**config.mk**
```make
export PLATFORM = sky130hd
export DESIGN_NAME = triangle_sweep32
export DESIGN_NICKNAME = d
export VERILOG_FILES = /design/src/rtl/triangle_sweep32.sv
export SDC_FILE = /design/constraint.sdc
export NUM_CORES = 1
export LEC_CHECK = 0
export CAP_MARGIN = 25
export CORE_UTILIZATION = 55
export CTS_BUF_LIST = sky130_fd_sc_hd__clkbuf_8
export DETAILED_ROUTE_END_ITERATION = 8
export PLACE_DENSITY = 0.82
export SLEW_MARGIN = 20
export SYNTH_ARGS = -nofsm -noshare
export SYNTH_HDL_FRONTEND = slang
export SYNTH_SLANG_ARGS = --single-unit
```
**constraint.sdc**
```tcl
create_clock -name slow_clk -period 15.2 [get_ports slow_clk]
set_input_delay 3.04 -clock slow_clk [delete_from_list [all_inputs] [get_ports slow_clk]]
set_output_delay 3.04 -clock slow_clk [all_outputs]
set_load 0.01 [all_outputs]
```
**src/rtl/triangle_sweep32.sv**
```systemverilog
// rtl/triangle_sweep32.sv - programmable triangle-wave generator with slope flags and turnaround pulses
module triangle_sweep32 #(
   parameter int DAC_WIDTH        = 32,
   parameter int AXIS_TDATA_WIDTH = 32,
   parameter int HOLD_CYCLES      = 4
) (
   input  logic                          slow_clk,
   input  logic                          rst,
   input  logic                          en,
   input  logic                          cfg_load,
   input  logic        [DAC_WIDTH-1:0]   cfg_step,
   input  logic signed [DAC_WIDTH-1:0]   cfg_max,
   input  logic signed [DAC_WIDTH-1:0]   cfg_min,
   output logic [AXIS_TDATA_WIDTH-1:0]   dac_dat_a,
   output logic                          rising,
   output logic                          falling,
   output logic                          at_peak,
   output logic                          at_valley,
   output logic                          cfg_err,
   output logic [15:0]                   period_cnt
);

   localparam int EW = DAC_WIDTH + 2;
   localparam logic [7:0] HOLD_LAST = 8'(HOLD_CYCLES - 1);

   typedef enum logic [2:0] {IDLE, UP, HOLD_TOP, DOWN, HOLD_BOT} state_t;

   state_t                      state_q, state_d;
   logic signed [DAC_WIDTH-1:0] value_q, value_d;
   logic        [DAC_WIDTH-1:0] sh_step, act_step;
   logic signed [DAC_WIDTH-1:0] sh_max, sh_min, act_max, act_min;
   logic                        pending_q;
   logic [7:0]                  hold_q, hold_d;
   logic [15:0]                 period_q;
   logic                        peak_d, valley_d, commit;
   logic                        cfg_ok;

   // Extended by two bits so value +/- step can never wrap before the clamp test.
   logic signed [EW-1:0] val_x, step_x, max_x, min_x, up_sum, dn_diff;

   assign val_x   = EW'(value_q);
   assign step_x  = EW'(act_step);
   assign max_x   = EW'(act_max);
   assign min_x   = EW'(act_min);
   assign up_sum  = val_x + step_x;
   assign dn_diff = val_x - step_x;

   assign cfg_ok     = (cfg_max > cfg_min) && (cfg_step != '0);
   assign dac_dat_a  = AXIS_TDATA_WIDTH'(value_q);
   assign period_cnt = period_q;

   always_comb begin
      state_d  = state_q;
      value_d  = value_q;
      hold_d   = hold_q;
      peak_d   = 1'b0;
      valley_d = 1'b0;
      commit   = 1'b0;
      if (en) begin
         case (state_q)
            IDLE: begin
               value_d = sh_min;
               commit  = 1'b1;
               state_d = UP;
            end
            UP: begin
               if (up_sum >= max_x) begin
                  value_d = act_max;
                  peak_d  = 1'b1;
                  hold_d  = 8'd0;
                  if (HOLD_CYCLES == 0) state_d = DOWN;
                  else                  state_d = HOLD_TOP;
               end else begin
                  value_d = up_sum[DAC_WIDTH-1:0];
               end
            end
            HOLD_TOP: begin
               if (hold_q == HOLD_LAST) state_d = DOWN;
               else                     hold_d  = hold_q + 8'd1;
            end
            DOWN: begin
               // Clamp to the old min; a pending config takes over from here on.
               if (dn_diff <= min_x) begin
                  value_d  = act_min;
                  valley_d = 1'b1;
                  commit   = pending_q;
                  hold_d   = 8'd0;
                  if (HOLD_CYCLES == 0) state_d = UP;
                  else                  state_d = HOLD_BOT;
               end else begin
                  value_d = dn_diff[DAC_WIDTH-1:0];
               end
            end
            HOLD_BOT: begin
               if (hold_q == HOLD_LAST) state_d = UP;
               else                     hold_d  = hold_q + 8'd1;
            end
            default: state_d = IDLE;
         endcase
      end
   end

   always_ff @(posedge slow_clk) begin
      if (!rst) begin
         state_q   <= IDLE;
         value_q   <= '0;
         hold_q    <= 8'd0;
         rising    <= 1'b0;
         falling   <= 1'b0;
         at_peak   <= 1'b0;
         at_valley <= 1'b0;
         cfg_err   <= 1'b0;
         period_q  <= 16'd0;
         pending_q <= 1'b0;
         sh_step   <= DAC_WIDTH'(1);
         sh_max    <= '0;
         sh_min    <= '0;
         act_step  <= DAC_WIDTH'(1);
         act_max   <= '0;
         act_min   <= '0;
      end else begin
         state_q   <= state_d;
         value_q   <= value_d;
         hold_q    <= hold_d;
         rising    <= value_d > value_q;
         falling   <= value_d < value_q;
         at_peak   <= peak_d;
         at_valley <= valley_d;
         if (valley_d) period_q <= period_q + 16'd1;
         if (commit) begin
            act_step <= sh_step;
            act_max  <= sh_max;
            act_min  <= sh_min;
         end
         // A load on the commit edge becomes the next pending config.
         if (cfg_load && cfg_ok) begin
            sh_step   <= cfg_step;
            sh_max    <= cfg_max;
            sh_min    <= cfg_min;
            pending_q <= 1'b1;
            cfg_err   <= 1'b0;
         end else begin
            if (commit)   pending_q <= 1'b0;
            if (cfg_load) cfg_err   <= 1'b1;
         end
      end
   end

endmodule

```
==> results of run 1 <==
## metrics by stage
step                cells  worst slack, ns  power, W
global route         2670            5.672  0.002497
finish               2670            6.290  0.002369
CTS                  2669            6.444  0.002359
detailed placement   2593            6.477  0.001719
global placement     2593            6.817  0.001704
floorplan            2131            7.833  0.001429
## critical path, delay by kind of cell, from the launching register on
| family | cells | cell delay (ns) |
|---|---|---|
| compound gates | 16 | 4.44 |
| fa+ha+maj | 4 | 1.14 |
| buf+inv | 2 | 0.46 |
| flops | 1 | 0.41 |
| simple gates | 7 | 2.34 |
## registers in the layout, indices dropped and copies added (netlist names)
name	count
act_max	32
act_min	32
act_step	32
dac_dat_a	32
sh_max	32
sh_min	32
sh_step	32
period_cnt	16
hold_q	8
state_q	3
at_peak	1
at_valley	1
cfg_err	1
falling	1
pending_q	1
rising	1
## layout by cell type, fill, tap and decap left out, types with 11 or more instances in the layout
cell	instances
a21o_1	34
nor2b_1	20
mux2i_1	205
nor3_1	47
nand2b_1	12
a221oi_1	32
o211ai_1	15
mux2_2	14
nor2_1	310
nand4_1	37
xnor2_1	50
and3_1	13
dfxtp_1	257
o21bai_1	11
nor4_1	28
buf_4	13
o31ai_1	17
a31oi_1	12
a21oi_1	107
nand3_1	43
nand2_1	101
clkbuf_8	53
clkdlybuf4s50_1	152
ha_1	199
o21a_1	17
inv_1	213
a211oi_1	14
a221o_1	21
o21ai_0	63
## cell families (layout without fill, tap and decap cells)
logic type	after synthesis	in the layout
simple gates	668	668
compound gates	418	418
buf+inv	307	444
flops	257	257
mux	219	219
fa+ha+maj	202	202
xor+xnor	60	60
## worst paths after layout
path	startpoint	endpoint	slack, ns	cells after the start
setup / recovery	dac_dat_a[0]	rising	6.29	29
hold reg to reg	period_cnt[15]	period_cnt[15]	0.48	2
hold / removal	period_cnt[15]	period_cnt[15]	0.48	2
setup reg to reg	dac_dat_a[0]	rising	6.29	29
## layout make-up
| cell class | instances | area (sq um) | area share |
|---|---|---|---|
| clock buffers | 53 | 729.5 | 0.03600 |
| multi-input cells | 1567 | 11330 | 0.5591 |
| clock inverters | 23 | 147.6 | 0.007286 |
| repair buffers | 166 | 1647 | 0.08126 |
| inverters | 202 | 763.2 | 0.03767 |
| flip-flops and latches | 257 | 5145 | 0.2539 |
| well taps | 402 | 503.0 | 0.02482 |
## layer usage
layer	wire, microns	share of wire	GRT usage	vias to the layer above
met5	0	0	0	-
met4	2295	0.043	0.1410	0
met3	3185	0.059	0.03971	139
met2	26100	0.49	0.5651	612
met1	22160	0.41	0.3923	7590
li1	-	-	-	7767
## cell usage after synthesis (all sizes together) (16+ instances only)
library cell	n
a221oi	32
o211ai	16
xnor2	50
nand3	43
nor2b	20
mux2i	205
clkbuf	75
a21oi	108
buf	30
nand4	37
inv	201
a221o	21
nand2	101
o21a	17
o31ai	18
nor3	48
o21ai	63
a21o	34
dfxtp	257
nor4	28
ha	199
nor2	311
## power groups by stage
stage / Clock (W) / Sequential [W] / Combinational, W
after floorplan: 0 / 0.000764 / 0.000666
after global placement: 0 / 0.000779 / 0.000925
after detailed placement: 0 / 0.000782 / 0.000938
after CTS: 0.000646 / 0.000767 / 0.000946
after global routing: 0.000677 / 0.000772 / 0.00105
final: 0.000640 / 0.000768 / 0.000962
==> flow_summary_export.csv, run 1 <==
group,metric,value,unit
synthesis,synth_top_cell_by_area,"dfxtp_1",
sta,setup-tns-final,0,ns
floorplan,fp.dieH,181.3,microns
cts,cts_inserted_buffers,46,
sta,rsz0062_at_grt,"no",
drt,final_antenna_net_count,0,
sta,final_critical_path_required_period,8.910,ns
setup_path,worst_path_largest_cell_delay,0.67,ns
pwr,power_per_cell_area,116.9,nW/um^2
drt,post_drt_wl_per_cell,20.13,microns
synthesis,avgSynthCellArea,8.295,sq um
synthesis,fraction_of_synthesized_cell_area_in_xor_and_xnor_cells,0.02973,
cts,cts_resized,0,
synthesis,synth_async_sr_flop_share,0,
synthesis,synth_sequential_area_ratio,0.2911,
grt,gr-total-overflow,0,
floorplan,die-width,181.3,microns
pwr,combinationalPowerShare,0.406,
place,gp_congestion,1.016,
floorplan,die_footprint,32860,sq um
sta,clock_skew,0.02629,ns
sta,max_clk_rate,112.2,MHz
layout,final_layout_size_suffix_gt1_frac,0.05115,
cts,postCtsHoldBufs,0,
sta,worst_slew_pin_slew,1.029,ns
layout,syn2layout_area_growth,14.64,%
layout,utilization,0.6421,
synthesis,ys_seq_elements,257,
sta,worst_hold_slack,0.4760,ns
cts,cts.reportedPaths.clkPinSlew,0.06,ns
sta,final-hold-violation-count,0,
sta,setup-violations-final,0,
drt,detailedRoute.firstPassIterationCount,6,
grt,first_global_vias,15650,
sta,slew_viol_final,0,
floorplan,design.portCount,153,
drt,drt_iter0_drc,1469,
pwr,part_of_the_power_in_registers,0.324,
synthesis,netlist_top_cells_area,"dfxtp_1, ha_1, mux2i_1, nor2_1, inv_1",
synthesis,synth-edff-count,0,
place,placed_cell_area,19360,sq um
run,maxCapViolations,0,
cts,clock_insertion_delay_worst_skew,0.59,ns
sta,relSlewSlack,0.3138,
synthesis,post_synth_instance_area,17680,sq um
pwr,internal_power,0.001444,W
synthesis,synth_simple_gate_area_share,0.1758,
setup_path,setup.worst_path.start_class,"flip-flop",
sta,layout_worst_path_cycle_share,0.5862,
pwr,power.ir.vdd_worst,0.07739,mV
pwr,switching_share,0.3908,
layout,non_filler_cell_area_final,20260,sq um
setup_path,critical_path_class,"flip-flop to flip-flop",
worst_hold_path,timing.hold.worst.class,"flip-flop to flip-flop",
floorplan,num_rows,65,
cts,clkSinkCount,257,
pwr,power_switching,0.0009259,W
floorplan,core_region_area,31560,sq um
synthesis,syn-num-nets,2432,
setup_path,path_max_fanout,18,
synthesis,most_instantiated_flip_flop_cell_in_the_synthesis_netlist,"dfxtp_1",
run_status,outcome,"completed",
synthesis,yosys_warnings,0,
synthesis,post_synth_num_cell_types,78,
synthesis,synth_top_family_by_area,"simple AND/OR/NAND/NOR gates",
drt,vias_per_cell,6.033,
synthesis,synth_top_area_frac,0.2911,
drt,dr_total_vias,16110,
grt,grt_util_overall,0.3215,
cts,max_h_tree_level,2,
setup_path,slowest_stage,"nor3_2",
floorplan,starting_density_of_the_core,0.5602,
cts,max-clock-path-buffers,3,
setup_path,critPathMostFrequentCell,"ha_1",
layout,design.final.nets,2541,
grt,grt_start_max_net_pins,87,
grt,grt_first_pass_wirelength,83900,microns
cts,clk_root_buffer_cell,"clkbuf_8",
place,buffer_ports.inserted,152,
layout,antenna_cells,0,
place,dpl.hpwl,41080,microns
grt,grt_antenna_before_repair,0,
drt,drt_wl_total,53740,microns
drt,remaining_drc_errors,0,
synthesis,synth_adder_area_share,0.1437,
setup_path,end_kind,"flip-flop",
pwr,clock_power_share,0.270,
cts,cts_tree,"yes",
cts,postCtsSetupBuffers,0,
layout,fillerInstances,2712,
synthesis,syn_inst,2131,
setup_path,worst_ep_required_time,15.67,ns
setup_path,arrival,9.38,ns
pwr,total_leakage_power,8.647,nW
synthesis,synth.mux.area_fraction,0.1250,
synthesis,synth-compound-area-share,0.1646,
No activity file was read; power rests on OpenSTA's default activity.
==> run 2: changes to the inputs <==
PLACE_DENSITY = 0.85   (was 0.82)
clock period = 7.6 ns   (was 15.2 ns; I/O delays follow)
==> flow_summary_export.csv, run 2 (same netlist as run 1, synthesis figures left out) <==
group,metric,value,unit
run_status,outcome,"completed",
layout,final_layout_size_suffix_gt1_frac,0.1191,
setup_path,arrival,8.00,ns
floorplan,fp.dieH,181.3,microns
sta,final_critical_path_required_period,7.493,ns
setup_path,setup.worst_path.start_class,"flip-flop",
place,placed_cell_area,20120,sq um
drt,final_antenna_net_count,0,
place,buffer_ports.inserted,152,
pwr,power.ir.vdd_worst,0.2015,mV
cts,postCtsHoldBufs,0,
cts,clk_root_buffer_cell,"clkbuf_8",
place,dp.cells,2687,
setup_path,worst_path_largest_cell_delay,0.51,ns
setup_path,cp_top_family,"compound AO/OA/AOI/OAI gates",
setup_path,slowest_stage,"or4_4",
run,maxCapViolations,0,
layout,final_cell_mix,"nor2_1, dfxtp_1, inv_1",
grt,first_global_vias,16200,
setup_path,worstSetupEndpoint,"rising",
setup_path,critical_path_class,"flip-flop to flip-flop",
grt,grt_first_pass_wirelength,86150,microns
cts,clock_insertion_delay_worst_skew,0.61,ns
layout,antenna_cells,0,
floorplan,die-width,181.3,microns
cts,max-clock-path-buffers,3,
sta,slew_viol_final,0,
sta,max_clk_rate,133.5,MHz
sta,relSlewSlack,0.4206,
sta,final-hold-violation-count,0,
grt,grt_antenna_before_repair,1,
setup_path,path_max_fanout,5,
setup_path,setup.reg_to_reg.worst_slack,0.11,ns
setup_path,crit-reg2reg-capture,"rising",
drt,vias_per_cell,5.985,
sta,worst_hold_slack,0.4785,ns
layout,layout_commonest_cell,"nor2_1",
setup_path,worst_ep_required_time,8.11,ns
sta,worst_slew_pin_slew,0.8600,ns
sta,clock_skew,0.02194,ns
layout,non_filler_cell_area_final,21490,sq um
layout,design.final.nets,2652,
setup_path,critPathMostFrequentCell,"nand4_1",
setup_path,worstSetupStartpoint,"dac_dat_a[0]",
cts,max_h_tree_level,2,
drt,drt_wl_total,56790,microns
setup_path,critPathBufInv,3,
drt,remaining_drc_errors,0,
grt,grt_util_overall,0.3338,
place,gp_congestion,0.9692,
sta,layout_worst_path_cycle_share,0.9859,
pwr,total_leakage_power,9.312,nW
cts,cts_inserted_buffers,45,
floorplan,starting_density_of_the_core,0.5602,
floorplan,design.portCount,153,
floorplan,die_footprint,32860,sq um
setup_path,r2r_depth,33,
sta,setup-violations-final,0,
setup_path,r2r_start,"dac_dat_a[0]",
pwr,power_per_cell_area,234.7,nW/um^2
place,dpl.hpwl,43240,microns
drt,drt_iter0_drc,1189,
cts,clkSinkCount,257,
grt,gr-total-overflow,0,
setup_path,worstSetupPathDepth,33,
drt,post_drt_wl_per_cell,20.38,microns
grt,grt_start_max_net_pins,111,
floorplan,core_region_area,31560,sq um
setup_path,end_kind,"flip-flop",
cts,cts_tree,"yes",
drt,dr_total_vias,16670,
layout,syn2layout_area_growth,21.58,%
drt,detailedRoute.firstPassIterationCount,5,
layout,fin_cells,2786,
cts,cts.reportedPaths.clkPinSlew,0.07,ns
worst_hold_path,timing.hold.worst.class,"flip-flop to flip-flop",
floorplan,num_rows,65,
[run 2: cell types whose count changed in the layout (fill, tap and decap cells not counted), moves of 5 or more]
| cell | before | now |
|---|---|---|
| buf_4 | 13 | 118 |
| a221oi_1 | 32 | 22 |
| a221oi_2 | 0 | 9 |
| ha_1 | 199 | 190 |
| ha_2 | 0 | 9 |
| a21oi_1 | 107 | 102 |
| a21oi_2 | 0 | 5 |
| buf_12 | 0 | 5 |
[run 2: final cells by class]
| type | count | area (sq um) |
|---|---|---|
| clock buffers | 53 | 729.5 |
| clock inverters | 27 | 167.7 |
| fillers | 2638 | 10060 |
| inverters | 202 | 763.2 |
| multi-input cells | 1567 | 11610 |
| flip-flops and latches | 257 | 5149 |
| well taps | 402 | 503.0 |
| repair buffers | 278 | 2571 |
[run 2: power breakdown]
part           switching (W)  leakage (nW)  total [W]  internal, W
sequential         0.0000863          2.10    0.00152      0.00144
combinational        0.00127          6.70    0.00223     0.000967
clock               0.000610         0.518    0.00129     0.000676
total                0.00196          9.31    0.00504      0.00308
[run 2: worst min-delay path by stage]
stage                     cells after the start        endpoint  slack, ns           start
after floorplan                               1       hold_q[7]       0.44       hold_q[7]
after global placement                        1       hold_q[7]       0.45       hold_q[7]
after detailed placement                      1       hold_q[7]       0.46       hold_q[7]
after CTS                                     1       hold_q[7]       0.47       hold_q[7]
after global routing                          2  period_cnt[15]       0.52  period_cnt[15]
final                                         1       hold_q[7]       0.48       hold_q[7]
[run 2: per-stage QoR]
step / utilization / power (W) / TNS (ns) / setup slack (ns)
floorplan: - / 0.002859 / 0 / 0.2326
global placement: 0.6375 / 0.003571 / -0.8738 / -0.4457
detailed placement: 0.6375 / 0.003612 / -1.027 / -0.5298
CTS: 0.6678 / 0.004917 / 0 / 0.03594
global route: 0.6810 / 0.005293 / -0.2890 / -0.1610
finish: 0.6810 / 0.005043 / 0 / 0.1072
[run 2: routing by layer]
metal | global-route usage | vias up | wire, microns
met3 | 0.04414 | 182 | 2963
li1 | - | 7992 | -
met5 | 0 | - | 0
met2 | 0.5940 | 603 | 27700
met1 | 0.3875 | 7896 | 22940
met4 | 0.1786 | 0 | 3183
[run 2: timing repair]
| item | CTS | global route |
|---|---|---|
| setup buffers | 0 | 16 |
| pin swaps | 2 | 41 |
| gates cloned | 0 | 1 |
| gates resized for setup | 12 | 53 |
| setup endpoints to repair | 2 | 2 |
==> run 3: changes to the inputs <==
CTS_CLUSTER_SIZE = 8   (was default)
==> flow_summary_export.csv, run 3 (same netlist as run 1, synthesis figures left out) <==
group,metric,value,unit
sta,final-hold-violation-count,0,
setup_path,r2r_start,"act_step[7]",
drt,detailedRoute.firstPassIterationCount,5,
floorplan,design.portCount,153,
drt,final_antenna_net_count,0,
setup_path,worstSetupStartpoint,"act_step[7]",
sta,worst_hold_slack,0.4833,ns
setup_path,setup.reg_to_reg.worst_slack,0.15,ns
layout,final_layout_size_suffix_gt1_frac,0.1171,
layout,non_filler_cell_area_final,21430,sq um
grt,grt_start_max_net_pins,111,
floorplan,core_region_area,31560,sq um
setup_path,end_kind,"flip-flop",
setup_path,r2r_depth,29,
drt,drt_wl_total,56590,microns
cts,max_h_tree_level,2,
cts,clock_insertion_delay_worst_skew,0.60,ns
drt,vias_per_cell,6.015,
layout,layout_commonest_cell,"nor2_1",
grt,first_global_vias,16210,
sta,clock_skew,0.02204,ns
setup_path,crit-reg2reg-capture,"rising",
layout,design.final.nets,2652,
drt,dr_total_vias,16750,
sta,setup-violations-final,0,
setup_path,critical_path_class,"flip-flop to flip-flop",
setup_path,worstSetupEndpoint,"rising",
layout,final_cell_mix,"nor2_1, dfxtp_1, inv_1",
setup_path,path_max_fanout,10,
pwr,total_leakage_power,9.297,nW
sta,final_critical_path_required_period,7.455,ns
drt,remaining_drc_errors,0,
place,gp_congestion,0.9692,
grt,grt_antenna_before_repair,0,
worst_hold_path,min_path_cells,1,
floorplan,starting_density_of_the_core,0.5602,
layout,utilization,0.6793,
grt,grt_util_overall,0.3336,
cts,clkSinkCount,257,
drt,drt_iter0_drc,1175,
setup_path,arrival,7.96,ns
worst_hold_path,timing.hold.worst.class,"flip-flop to flip-flop",
run,maxCapViolations,0,
place,buffer_ports.inserted,152,
pwr,power.ir.vdd_worst,0.1960,mV
sta,relSlewSlack,0.4296,
place,dp.cells,2687,
drt,post_drt_wl_per_cell,20.32,microns
setup_path,setup.worst_path.start_class,"flip-flop",
floorplan,die-width,181.3,microns
grt,grt_first_pass_wirelength,86140,microns
layout,fin_cells,2785,
place,placed_cell_area,20120,sq um
cts,max-clock-path-buffers,3,
cts,clk_root_buffer_cell,"clkbuf_8",
cts,postCtsHoldBufs,0,
sta,max_clk_rate,134.1,MHz
setup_path,worst_path_largest_cell_delay,0.44,ns
sta,slew_viol_final,0,
cts,cts_tree,"yes",
cts,cts.reportedPaths.clkPinSlew,0.07,ns
layout,syn2layout_area_growth,21.26,%
cts,cts_inserted_buffers,45,
pwr,power_per_cell_area,231.7,nW/um^2
grt,gr-total-overflow,0,
run_status,outcome,"completed",
setup_path,worst_ep_required_time,8.10,ns
setup_path,slowest_stage,"o211ai_1",
sta,worst_slew_pin_slew,0.8467,ns
layout,antenna_cells,0,
place,dpl.hpwl,43240,microns
sta,layout_worst_path_cycle_share,0.9809,
floorplan,die_footprint,32860,sq um
floorplan,num_rows,65,
floorplan,fp.dieH,181.3,microns
[run 3: cell types whose count changed in the layout (fill, tap and decap cells not counted), sizes merged]
cell | before | now
clkinv | 8 | 6
clkbuf | 54 | 52
inv | 219 | 223
bufinv | 1 | 0
[run 3: per-layer routing]
layer | routed length, microns | part of all wire | GRT usage
met5 | 0 | 0 | 0
met2 | 27790 | 0.49 | 0.5949
met3 | 2764 | 0.049 | 0.04052
met1 | 22810 | 0.40 | 0.3889
met4 | 3229 | 0.057 | 0.1780
[run 3: cell type report]
| class | instances | area [sq um] |
|---|---|---|
| fillers | 2658 | 10120 |
| repair buffers | 278 | 2571 |
| clock buffers | 51 | 701.9 |
| multi-input cells | 1567 | 11610 |
| clock inverters | 28 | 138.9 |
| inverters | 202 | 763.2 |
| well taps | 402 | 503.0 |
| flip-flops and latches | 257 | 5149 |
[run 3: metrics by stage]
stage / total power, W / TNS (ns) / setup slack, ns
6_report: 0.004967 / 0 / 0.1455
3_5_place_dp: 0.003612 / -1.027 / -0.5298
5_1_grt: 0.005224 / -0.3042 / -0.1685
2_1_floorplan: 0.002859 / 0 / 0.2326
3_3_place_gp: 0.003571 / -0.8738 / -0.4457
4_1_cts: 0.004847 / 0 / 0.03594
[run 3: worst min path at each step]
stage	slack, ns	from	to
CTS	0.48	hold_q[7]	hold_q[7]
global placement	0.45	hold_q[7]	hold_q[7]
detailed placement	0.46	hold_q[7]	hold_q[7]
finish	0.48	hold_q[7]	hold_q[7]
floorplan	0.44	hold_q[7]	hold_q[7]
global route	0.51	hold_q[7]	hold_q[7]
[run 3: timing repair]
item,CTS,global route
buffers inserted,0,16
pin swaps,2,41
endpoints found under the hold margin,0,0
cloned,0,1
endpoints found under the setup margin,2,2
gates resized for setup,12,53
[run 3: critical path, delay by kind of cell, from the launching register on]
kind	cells	cell delay, ns
mux	1	0.32
simple gates	15	3.15
fa+ha+maj	3	0.90
flops	1	0.35
buf+inv	3	0.44
compound gates	7	2.15
[run 3: where the power goes]
part	switching [W]	internal, W	total, W
sequential	0.0000864	0.00144	0.00152
combinational	0.00126	0.000968	0.00223
clock	0.000594	0.000618	0.00121
total	0.00195	0.00302	0.00497
